[src/rtl/mc_ctrl.sv]
// mc_ctrl: multi-cycle main controller for the MIPS datapath.
//   Steps each instruction through FETCH/DCD/EXE/MEM/WB, driving the write
//   enables, extender mode, ALU op and datapath muxes from the current state
//   and the opcode/funct held in IR. Also counts retired instructions.
// Ports:
//   clk, reset (async, active-low)
//   opcode/funct  : IR[31:26] / IR[5:0]
//   zero          : ALU equality flag, used by beq
//   PCWr/IRWr/RFWr/DMWr : one-cycle write enables
//   EXTOp/ALUOp/ALUSrc/RegDst/WDSel/NPCOp : datapath controls
//   state         : current state code
//   instr_cnt     : retired-instruction count, wraps
module mc_ctrl #(
  parameter int CNT_W = 32
) (
  input  logic             clk,
  input  logic             reset,
  input  logic [5:0]       opcode,
  input  logic [5:0]       funct,
  input  logic             zero,
  output logic             PCWr,
  output logic             IRWr,
  output logic             RFWr,
  output logic             DMWr,
  output logic [1:0]       EXTOp,
  output logic [2:0]       ALUOp,
  output logic             ALUSrc,
  output logic [1:0]       RegDst,
  output logic [1:0]       WDSel,
  output logic [1:0]       NPCOp,
  output logic [2:0]       state,
  output logic [CNT_W-1:0] instr_cnt
);

  typedef enum logic [2:0] {
    S_FETCH = 3'b000,
    S_DCD   = 3'b001,
    S_EXE   = 3'b010,
    S_MEM   = 3'b011,
    S_WB    = 3'b100
  } st_e;

  st_e cur, nxt;

  // instruction decode; anything unmatched falls through as a NOP
  logic rtype, i_addu, i_subu, i_jr, i_ori, i_lw, i_sw, i_beq, i_lui, i_j, i_jal;
  logic is_jump, is_nop;

  assign rtype   = (opcode == 6'b000000);
  assign i_addu  = rtype && (funct == 6'b100001);
  assign i_subu  = rtype && (funct == 6'b100011);
  assign i_jr    = rtype && (funct == 6'b001000);
  assign i_ori   = (opcode == 6'b001101);
  assign i_lw    = (opcode == 6'b100011);
  assign i_sw    = (opcode == 6'b101011);
  assign i_beq   = (opcode == 6'b000100);
  assign i_lui   = (opcode == 6'b001111);
  assign i_j     = (opcode == 6'b000010);
  assign i_jal   = (opcode == 6'b000011);
  assign is_jump = i_j | i_jal | i_jr;
  assign is_nop  = ~(i_addu | i_subu | i_jr | i_ori | i_lw | i_sw |
                     i_beq | i_lui | i_j | i_jal);

  // state register
  always_ff @(posedge clk or negedge reset) begin
    if (!reset) cur <= S_FETCH;
    else        cur <= nxt;
  end

  // next state
  always_comb begin
    nxt = S_FETCH;
    case (cur)
      S_FETCH: nxt = S_DCD;
      S_DCD:   nxt = (is_jump || is_nop) ? S_FETCH : S_EXE;
      S_EXE: begin
        if (i_lw || i_sw) nxt = S_MEM;
        else if (i_beq)   nxt = S_FETCH;
        else              nxt = S_WB;
      end
      S_MEM:   nxt = i_lw ? S_WB : S_FETCH;
      S_WB:    nxt = S_FETCH;
      default: nxt = S_FETCH;
    endcase
  end

  // outputs; all held at 0 while reset is asserted so the FETCH enables
  // cannot fire during reset
  always_comb begin
    PCWr   = 1'b0;
    IRWr   = 1'b0;
    RFWr   = 1'b0;
    DMWr   = 1'b0;
    EXTOp  = 2'b00;
    ALUOp  = 3'b000;
    ALUSrc = 1'b0;
    RegDst = 2'b00;
    WDSel  = 2'b00;
    NPCOp  = 2'b00;
    if (reset) begin
      case (cur)
        S_FETCH: begin
          IRWr = 1'b1;
          PCWr = 1'b1;
        end
        S_DCD: begin
          if (i_j || i_jal) begin
            PCWr  = 1'b1;
            NPCOp = 2'b10;
          end
          if (i_jr) begin
            PCWr  = 1'b1;
            NPCOp = 2'b11;
          end
          // PC and $31 commit on the same edge, so WDSel picks the
          // pre-edge PC+4
          if (i_jal) begin
            RFWr   = 1'b1;
            RegDst = 2'b10;
            WDSel  = 2'b10;
          end
        end
        S_EXE: begin
          if (i_subu) ALUOp = 3'b001;
          if (i_ori || i_lui) begin
            EXTOp  = i_ori ? 2'b01 : 2'b10;
            ALUSrc = 1'b1;
            ALUOp  = 3'b010;
          end
          if (i_lw || i_sw) ALUSrc = 1'b1;
          if (i_beq) begin
            ALUOp = 3'b001;
            NPCOp = 2'b01;
            PCWr  = zero;
          end
        end
        S_MEM: DMWr = i_sw;
        S_WB: begin
          RFWr = 1'b1;
          if (i_lw) WDSel = 2'b01;
          if (i_addu || i_subu) RegDst = 2'b01;
        end
        default: ;
      endcase
    end
  end

  // retire on any edge that re-enters FETCH
  always_ff @(posedge clk or negedge reset) begin
    if (!reset)                             instr_cnt <= '0;
    else if (nxt == S_FETCH && cur != S_FETCH) instr_cnt <= instr_cnt + CNT_W'(1);
  end

  assign state = cur;

endmodule

[config.mk]
export PLATFORM = sky130hd
export DESIGN_NAME = mc_ctrl
export DESIGN_NICKNAME = d
export VERILOG_FILES = /design/src/rtl/mc_ctrl.sv
export SDC_FILE = /design/constraint.sdc
export NUM_CORES = 1
export LEC_CHECK = 0
export CELL_PAD_IN_SITES_DETAIL_PLACEMENT = 0
export CELL_PAD_IN_SITES_GLOBAL_PLACEMENT = 1
export CORE_UTILIZATION = 31
export CTS_BUF_LIST = sky130_fd_sc_hd__clkbuf_16
export CTS_CLUSTER_SIZE = 8
export DETAILED_ROUTE_END_ITERATION = 8
export PLACE_DENSITY = 0.83
export SLEW_MARGIN = 10
export SYNTH_ARGS = -nofsm -noshare
export SYNTH_HDL_FRONTEND = slang
export SYNTH_SLANG_ARGS = --single-unit
[constraint.sdc]
create_clock -name clk -period 2.15 [get_ports clk]
set_clock_uncertainty 0.2 [all_clocks]
set_input_delay 0.43 -clock clk [delete_from_list [all_inputs] [get_ports clk]]
set_output_delay 0.43 -clock clk [all_outputs]
set_load 0.01 [all_outputs]
==> metrics.md, run 1 <==
| Metric | Value |
|---|---|
| Lkg Pwr | `1.59 nW` |
| Crit path arrival time | `2.21 ns` |
| RSZ-0062 raised after global routing | `true` |
| Max_cap viols | `0` |
| Primary FF master, synth | `dfrtp_1` |
| Rows | `29` |
| Clock Path Buffers | `2` |
| Max-slew violation count | `0` |
| DRC errors left | `0` |
| Reg2Reg Capture Point | `instr_cnt[31]` |
| Synth top area share | `0.424` |
| Clock latency on the worst-skew pair | `0.27 ns` |
| Initial Util | `0.323` |
| Async SR Flop Fraction | `1.00` |
| Synth Cell Area | `2060 um2` |
| Worst VDD drop | `0.787 mV` |
| # nets final | `350` |
| CP bufs+invs | `4` |
| DIE WIDTH | `83.6 um` |
| Die height | `83.6 um` |
| Final min period | `2.26 ns` |
| Inst Count DP | `389` |
| Clk sinks | `35` |
| Top Ports | `66` |
| First-pass GRT wire length | `10,500 um` |
| Fmax | `443 MHz` |
| I/O Buffers | `64` |
| N_diodes | `0` |
| Finished Layout Cells | `412` |
| Critical path's top delay family | `buffers and inverters` |
| Routed WL | `6330 um` |
| Proportion of layout cells with a drive suffix above 1 | `0.451` |
| Reg2reg start | `state[1]` |
| Hold WC Path Type | `input pin to asynchronous set/reset pin` |
| Antenna violations before repair | `0` |
| Worst setup SP type | `input pin` |
| Dominant cell type by area after synthesis | `dfrtp_1` |
| Number of global-route vias before repair | `2,143` |
| Status | `finished with violations` |
| CP required | `2.10 ns` |
| Synth area leaders | `dfrtp_1, xor2_1, nor2_1` |
| Period utilization | `1.05` |
| Number of synthesized flops with an enable pin | `0` |
| Synth cell types | `40` |
| DIE AREA | `6990 um2` |
| Fillers | `533` |
| Final instance area | `3770 um2` |
| CTS Buf Count | `5` |
| Vias | `2,054` |
| CP cell instances | `buf_8 -> buf_4 -> nand4b_1 -> buf_4 -> o32ai_4 -> a21oi_2 -> o21ai_4 -> buf_6 -> mux2_4` |
| Pin count of the biggest net entering global routing | `25` |
| Fin util | `0.590` |
| Failing checks | `setup timing` |
| Avg Cell Area, Syn | `9.46 um2` |
| Setup violations, final | `31` |
| Crit Path Class | `input pin to flip-flop` |
| R2R Setup Slk | `-0.01 ns` |
| Final setup margin | `-0.110 ns` |
| Initial DRC Count | `47` |
| Max Fanout on Critical Path | `8` |
| Yosys Warn Count | `0` |
| CP endpoint | `instr_cnt[1]` |
| DP Area | `3090 um2` |
| Vias per cell | `4.99` |
| Post-DP HPWL | `4040 um` |
| Clk pin slew, worst setup/hold paths | `0.06 ns` |
| Mapped Nets | `234` |
| CTS tree | `yes` |
| Register bit count reported by yosys | `35` |
| Area delta synth->final | `82.7%` |
| Critical Path Sink Type | `flip-flop` |
| GRT Overall Usage | `0.182` |
| Origin of the worst setup path | `opcode[2]` |
| Worst Reg2Reg Path Length in Cells | `8` |
| PwrDens | `922 nW/um2` |
| Gr ovfl total | `0` |
| Antenna viol nets, final | `0` |
| Gp weighted congestion | `0.811` |
| Logic depth of the worst path, buffers included | `9` |
| Post-Syn Instances | `218` |
| DR pass1 iterations | `5` |
| Core area | `6390 um2` |
| Final hold violations | `0` |
| Critical Path Slowest Stage Cell | `mux2_4` |
| CP dominant cell by count | `buf_4` |
| Wirelength per Cell | `15.4 um` |
| H-tree depth | `2` |
| Root buf cell | `clkbuf_16` |
| Register area share after synthesis | `0.424` |
| CP peak stage delay | `0.32 ns` |
-- cells in the mapped netlist, types with 2 or more instances --
library cell / count
a21oi_1: 4
buf_2: 3
nor2_1: 28
nor3_1: 14
clkbuf_1: 2
nand3_1: 16
nand3b_1: 3
inv_1: 10
xnor2_1: 8
dfrtp_1: 35
nor3_2: 10
xor2_1: 23
nor4_4: 2
nand2_1: 13
and4_1: 2
nor4_2: 3
and3_1: 6
buf_4: 4
and2_1: 3
nand4_1: 6
nand2b_1: 4
-- metrics by stage --
stage	hold slack [ns]	setup WS, ns	setup TNS (ns)	power [mW]
final	0.0300	-0.110	-1.82	3.47
after CTS	0.0186	-0.0895	-0.185	3.41
after detailed placement	0.282	-0.866	-30.69	2.21
after global placement	0.260	-0.853	-30.08	2.19
after global routing	0.0377	-0.176	-4.58	3.66
after floorplan	-0.0656	0.00240	0	1.52
-- routing by layer --
layer	up-vias	track usage	share of wire
li1	981	-	-
met1	1012	0.235	0.43
met2	55	0.318	0.52
met3	6	0.0307	0.043
met4	0	0.0401	0.0090
met5	-	0	0
-- state kept, by name, summed over array words and instances (netlist names) --
name	flops
state	3
instr_cnt	32
-- kinds of logic after synthesis --
family,share of synthesized area
simple gates,0.337
flops,0.424
xor+xnor,0.132
buf+inv,0.0491
compound gates,0.0449
fa+ha+maj,0.00606
other cells,0.00182
mux,0.00546
-- power breakdown --
part / internal (mW) / total, mW / switching, mW
Combinational: 0.868 / 1.73 / 0.857
Clock: 0.546 / 0.813 / 0.268
Sequential: 0.785 / 0.935 / 0.150
Total: 2.20 / 3.47 / 1.27
-- placed cells by master (no fill, tap or decap), drive strengths merged, types with 2 or more instances in the layout --
cell type,n
nand3,16
a21oi,5
dfrtp,35
nor4,6
nand2b,4
buf,74
nand2,13
nand4,6
and4,2
o21ai,2
clkdlybuf4s50,36
clkdlybuf4s15,3
xor2,23
dlygate4sd2,3
inv,10
clkinv,2
nor3,24
xnor2,8
nand3b,3
and2,3
and3,6
nor2,28
clkbuf,7
-- worst min-delay path by stage --
stage | slack [ns] | cells after the start | endpoint
floorplan | -0.07 | 0 | instr_cnt[0]
global placement | 0.26 | 1 | instr_cnt[31]
detailed placement | 0.28 | 1 | instr_cnt[26]
CTS | 0.02 | 3 | state[0]
global route | 0.04 | 3 | state[0]
finish | 0.03 | 3 | state[0]
-- timing repair --
action	CTS	global route
buffers inserted	10	4
gates cloned	2	0
hold buffers	1	0
hold endpoints to repair	17	0
resized for setup	150	49
setup endpoints to repair	47	45
pin swaps	41	36
-- worst register-to-register path, stage by stage (launching register included) --
cell     delay (ns)
dfrtp_1        0.44
inv_1          0.16
buf_4          0.15
o21ai_0        0.07
a32oi_1        0.30
o21ai_4        0.12
buf_12         0.17
nor4_4         0.29
xor2_1         0.19
-- final cells by class --
| cell class | count | area [um2] | share of cell area |
|---|---|---|---|
| clock inverter | 3 | 43.8 | 0.0116 |
| inverter | 10 | 37.5 | 0.00996 |
| multi-input combinational | 163 | 1500 | 0.398 |
| sequential | 35 | 877 | 0.233 |
| timing repair buffer | 119 | 1090 | 0.289 |
| tap | 77 | 96.3 | 0.0256 |
| clock buffer | 5 | 125 | 0.0332 |
Power figures use the tool's default switching activity.
==> run 2, diff against run 1 <==
- CTS_CLUSTER_SIZE: 8 -> 24
- GPL_ROUTABILITY_DRIVEN: default -> 0
- REMOVE_ABC_BUFFERS: default -> 1
==> run 2 against run 1 <==
The flow still finishes with violations (setup timing). Sequential power is essentially flat. Non-clock buffer count grew 11. Fmax grew 1.0%. Global-route usage shrank 0.64 points. Critical path depth shrank 2. Core utilization shrank 1.1 points. Clock power shrank 2%. Critical path type is now input pin to output pin. Critical endpoint is now ALUOp[0]. Largest cell class unchanged. Largest power group unchanged. Highest routed layer unchanged.
==> metrics.md, run 2 (synthesis results as in run 1) <==
| Metric | Value |
|---|---|
| DRC errors left | `0 (unchanged)` |
| Most flops, register | `instr_cnt` |
| Critical Path Slowest Stage Cell | `nor4_4` |
| Critical Path Sink Type | `output pin` |
| Lkg Pwr | `1.51 nW (-4.9%)` |
| Failing checks | `setup timing` |
| Area delta synth->final | `79.4%` |
| # nets final | `361 (+3.1%)` |
| Worst setup SP type | `input pin` |
| Clock share of power | `0.240 (+0.006)` |
| Final min period | `2.24 ns (-0.0227 ns)` |
| Root buf cell | `clkbuf_16` |
| P_sw | `1.18 mW (-7.2%)` |
| Number of global-route vias before repair | `2,071 (-3.4%)` |
| Switching share of power | `0.355 (-0.0121)` |
| PwrDens | `901 nW/um2 (-2.3%)` |
| Clk sinks | `35 (unchanged)` |
| Core area | `6390 um2 (unchanged)` |
| H-tree depth | `2 (unchanged)` |
| Fillers | `512 (-3.9%)` |
| Final setup margin | `-0.0868 ns (+0.0227 ns)` |
| Clock latency on the worst-skew pair | `0.27 ns (about the same)` |
| Final hold violations | `0 (unchanged)` |
| Initial Util | `0.323 (unchanged)` |
| Crit path arrival time | `1.61 ns (-0.60 ns)` |
| Clock Path Buffers | `2 (unchanged)` |
| Hold WC Path Type | `input pin to asynchronous set/reset pin` |
| Crit Path Class | `input pin to output pin` |
| N_diodes | `0 (unchanged)` |
| Proportion of layout cells with a drive suffix above 1 | `0.451 (about the same)` |
| Max Fanout on Critical Path | `4 (-4)` |
| DR pass1 iterations | `4 (-1)` |
| Commonest non-fill, non-tap cell in the layout | `buf_4` |
| Logic gate share of total power | `0.480 (-0.017)` |
| RSZ-0062 raised after global routing | `true` |
| Setup violations, final | `7 (-77%)` |
| DIE AREA | `6990 um2 (unchanged)` |
| Die height | `83.6 um (unchanged)` |
| Max_cap viols | `0 (unchanged)` |
| Post-DP HPWL | `3880 um (-4.0%)` |
| First-pass GRT wire length | `9990 um (-4.7%)` |
| Antenna violations before repair | `0 (unchanged)` |
| Rows | `29 (unchanged)` |
| Fmax | `447 MHz (+1.0%)` |
| Antenna viol nets, final | `0 (unchanged)` |
| Top Ports | `66 (unchanged)` |
| Status | `finished with violations` |
| Routed WL | `6410 um (+1.2%)` |
| Most frequent cells in the layout | `buf_4, clkdlybuf4s50_1, dfrtp_1` |
| Vias per cell | `4.98 (-0.13%)` |
| Initial DRC Count | `109 (+130%)` |
| Wirelength per Cell | `15.1 um (-1.5%)` |
| Seq pwr share | `0.280 (+0.011)` |
| Max-slew violation count | `0 (unchanged)` |
| GRT Overall Usage | `0.176 (-0.00636)` |
| Vias | `2,106 (+2.5%)` |
| Period utilization | `1.04 (-0.0106)` |
| CP required | `1.52 ns (-0.58 ns)` |
| CTS tree | `yes` |
| Internal power | `2.15 mW (-2.2%)` |
| CP cell instances | `buf_8 -> nor4_4 -> buf_4 -> and3_4 -> a21oi_2 -> nor3_1 -> buf_2` |
| Max reg flops | `32 (unchanged)` |
| I/O Buffers | `64 (unchanged)` |
| Place WS | `-0.839 ns (+0.0270 ns)` |
| CTS Buf Count | `5 (unchanged)` |
| Worst VDD drop | `0.770 mV (-2.1%)` |
| Gr ovfl total | `0 (unchanged)` |
| Setup TNS Final | `-0.247 ns (+1.58 ns)` |
| Pin count of the biggest net entering global routing | `33 (+32%)` |
| DIE WIDTH | `83.6 um (unchanged)` |
| Clk pin slew, worst setup/hold paths | `0.06 ns (about the same)` |
| CP peak stage delay | `0.34 ns (+0.02 ns)` |
run 2: cell count changes in the layout (fill, tap and decap cells not counted), moves of 3 or more:
cell,previous run,this run
buf_6,10,13
nor2_4,11,2
nor2_1,13,20
buf_4,42,52
nor3_1,3,10
clkdlybuf4s15_1,3,0
nor3_4,16,4
nor3_2,5,10
run 2: per-layer routing:
layer	routed length [um]	part of all wire	GRT usage
met5	0	0	0
met1	2800	0.44	0.227
met4	68	0.011	0.0401
met2	3290	0.51	0.302
met3	249	0.039	0.0356
run 2: final cells by class:
| type | instances | area, um2 | area share |
|---|---|---|---|
| clock buffers | 5 | 125 | 0.0338 |
| clock inverters | 3 | 38.8 | 0.0105 |
| inverters | 10 | 37.5 | 0.0101 |
| multi-input cells | 163 | 1380 | 0.373 |
| flip-flops and latches | 35 | 877 | 0.237 |
| well taps | 77 | 96.3 | 0.0260 |
| repair buffers | 130 | 1150 | 0.310 |
run 2: metrics by stage:
| stage | total power, mW | hold WS (ns) | std cells | utilization | area (um2) |
|---|---|---|---|---|---|
| 2_1_floorplan | 1.44 | -0.0656 | 208 | - | 2000 |
| 3_3_place_gp | 2.12 | 0.198 | 393 | 0.481 | 3070 |
| 3_5_place_dp | 2.13 | 0.197 | 393 | 0.481 | 3070 |
| 4_1_cts | 3.22 | 0.167 | 414 | 0.543 | 3470 |
| 5_1_grt | 3.50 | 0.201 | 423 | 0.580 | 3700 |
| 6_report | 3.33 | 0.163 | 423 | 0.580 | 3700 |
run 2: what timing repair did:
item	4_1_cts	5_1_grt
buffers inserted	12	11
gates resized for setup	118	73
hold buffers	1	0
pin swaps	17	31
endpoints found under the setup margin	47	46
gates cloned	1	0
hold endpoints to repair	3	0
run 2: worst max-delay path: cells and delay by family:
| family | cells | cell delay, ns |
|---|---|---|
| simple gates | 3 | 0.67 |
| compound gates | 1 | 0.05 |
| buf+inv | 3 | 0.46 |
run 2: path summary, 6_finish.rpt:
| kind | from | end | slack, ns | depth (start not counted) |
|---|---|---|---|---|
| max | opcode[4] | ALUOp[0] | -0.09 | 7 |
| max reg2reg | state[2] | instr_cnt[1] | 0.02 | 8 |
| max in group asynchronous | reset | state[1] | 1.16 | 3 |
| min | reset | instr_cnt[21] | 0.16 | 3 |
| min reg2reg | instr_cnt[31] | instr_cnt[31] | 0.28 | 1 |
| min in group clk | instr_cnt[31] | instr_cnt[31] | 0.28 | 1 |
run 2: power by group through the flow:
stage | combinational [mW] | sequential, mW | clock, mW
global placement | 1.20 | 0.925 | 0
CTS | 1.48 | 0.923 | 0.813
finish | 1.60 | 0.935 | 0.800
floorplan | 0.435 | 1.00 | 0
detailed placement | 1.20 | 0.925 | 0
global route | 1.70 | 0.949 | 0.844
==> patch (settings of run 2) <==
Change the parameter `CNT_W` from 32 to 48.
--- a/src/rtl/mc_ctrl.sv
+++ b/src/rtl/mc_ctrl.sv
@@ -12,5 +12,5 @@
 //   instr_cnt     : retired-instruction count, wraps
 module mc_ctrl #(
-  parameter int CNT_W = 32
+  parameter int CNT_W = 48
 ) (
   input  logic             clk,
Ports: changed (resized instr_cnt); port bits go from 66 to 82. No check against the original RTL was run, so the function may have changed too.
==> patch against run 2 <==
The run still ends with negative setup slack left; combinational power up 29%; sequential cell count grew 16; total power up 27%; design area grew 76%; clock power rose by 28%; wire length is 100% higher; largest cell class unchanged; highest routed layer unchanged; area after synthesis up 53%; count of clock-buffer cells in the layout is the same; worst setup slack got worse by 0.27 ns; first-iteration DRC count is 63% higher; sequential power grew 22%.
==> patch: results (changes against run 2) <==
** Run status
- Status :: complete, but fails checks
- Failing checks :: negative setup slack

** Finish
- The number of inserted filler cells in the final layout came to 712 (+39%).
- The number of flip-flops in the largest register is 48 (+50%).
- Layout sequential cell count :: 51 (+46%)
- Post-synthesis to final-layout area growth :: 106%
- The multi-input combinational area share was 39.8% (+2.5 points).
- The relative area of clock buffers and inverters in the final design is 2.91% (-1.5 points).

** STA
- The final critical-path setup slack is -0.359 ns (-0.273 ns).
- The final number of setup-violating endpoints was 57 (+50).
- Setup Total Neg Slack :: -8.63 ns (-8.38 ns)

** Yosys
- Post-synthesis xor/xnor area fraction :: 13.0% (-0.13 points)
- The share of synthesized area spent on multiplexers came to 0.475% (-0.071 points).
- Leading post-synthesis cells by instance count :: dfrtp_1, xor2_1, nand2_1, nand3_1
- The adder and majority cell fraction of the synthesized area was 0.396% (-0.21 points).
- The sequential fraction of the synthesis area was 40.4% (-2.1 points).
- The gate count after technology mapping came to 306 (+40%).

** Worst setup path
- The slowest stage of the critical path is the or4_4 cell.
- Capture instance of the worst register-to-register path :: instr_cnt[35]
- Crit path DAT :: 1.88 ns (+0.27 ns)
- Worst Path Max Fanout :: 3 (-1)
- Register-to-register setup slack :: -0.28 ns (-0.30 ns)

** Power and ir drop
- The power share of the combinational group came to 49.1% (+1.1 points).
- Peak supply drop :: 0.000767 V (-0.40%)
- Portion of total power attributed to sequential cells :: 26.9% (-1.1 points)

** Drt
- Vias after detailed routing :: 3568 (+69%)

** CTS
- Post-cts resize count :: 233 (+97%)
- The source-to-sink clock delay at the later pin of the worst-skew pair was 0.29 ns (+0.02 ns).

** Placed design
- The worst slack at placement is -1.05 ns (-0.207 ns).
- Instance count after placement with tap cells included :: 612 (+56%)
-- patch: cell count changes after synthesis, moves of 10 or more --
cell and delta:
a211oi_1 +16, nor2_1 -14, a2111oi_2 +12, nand2_1 +11, a2111oi_0 +15, xor2_1 +20
nor3_1 -11, nor3_2 -10, dfrtp_1 +16
-- patch: how the worst min path moves through the flow --
stage,startpoint,end,slack (ns),cells after the start
3_5_place_dp,instr_cnt[47],instr_cnt[47],0.27,1
5_1_grt,reset,instr_cnt[45],0.05,3
3_3_place_gp,instr_cnt[47],instr_cnt[47],0.27,1
4_1_cts,reset,instr_cnt[45],0.01,3
6_report,reset,instr_cnt[45],0.04,3
2_1_floorplan,reset,instr_cnt[0],-0.07,0
-- patch: routing by layer --
layer	GRT usage, %	routed length (um)	up-vias
li1	-	-	1605
met1	29.3	5290	1806
met2	44.1	6880	129
met3	3.86	685	28
met4	5.09	282	0
met5	0	0	-
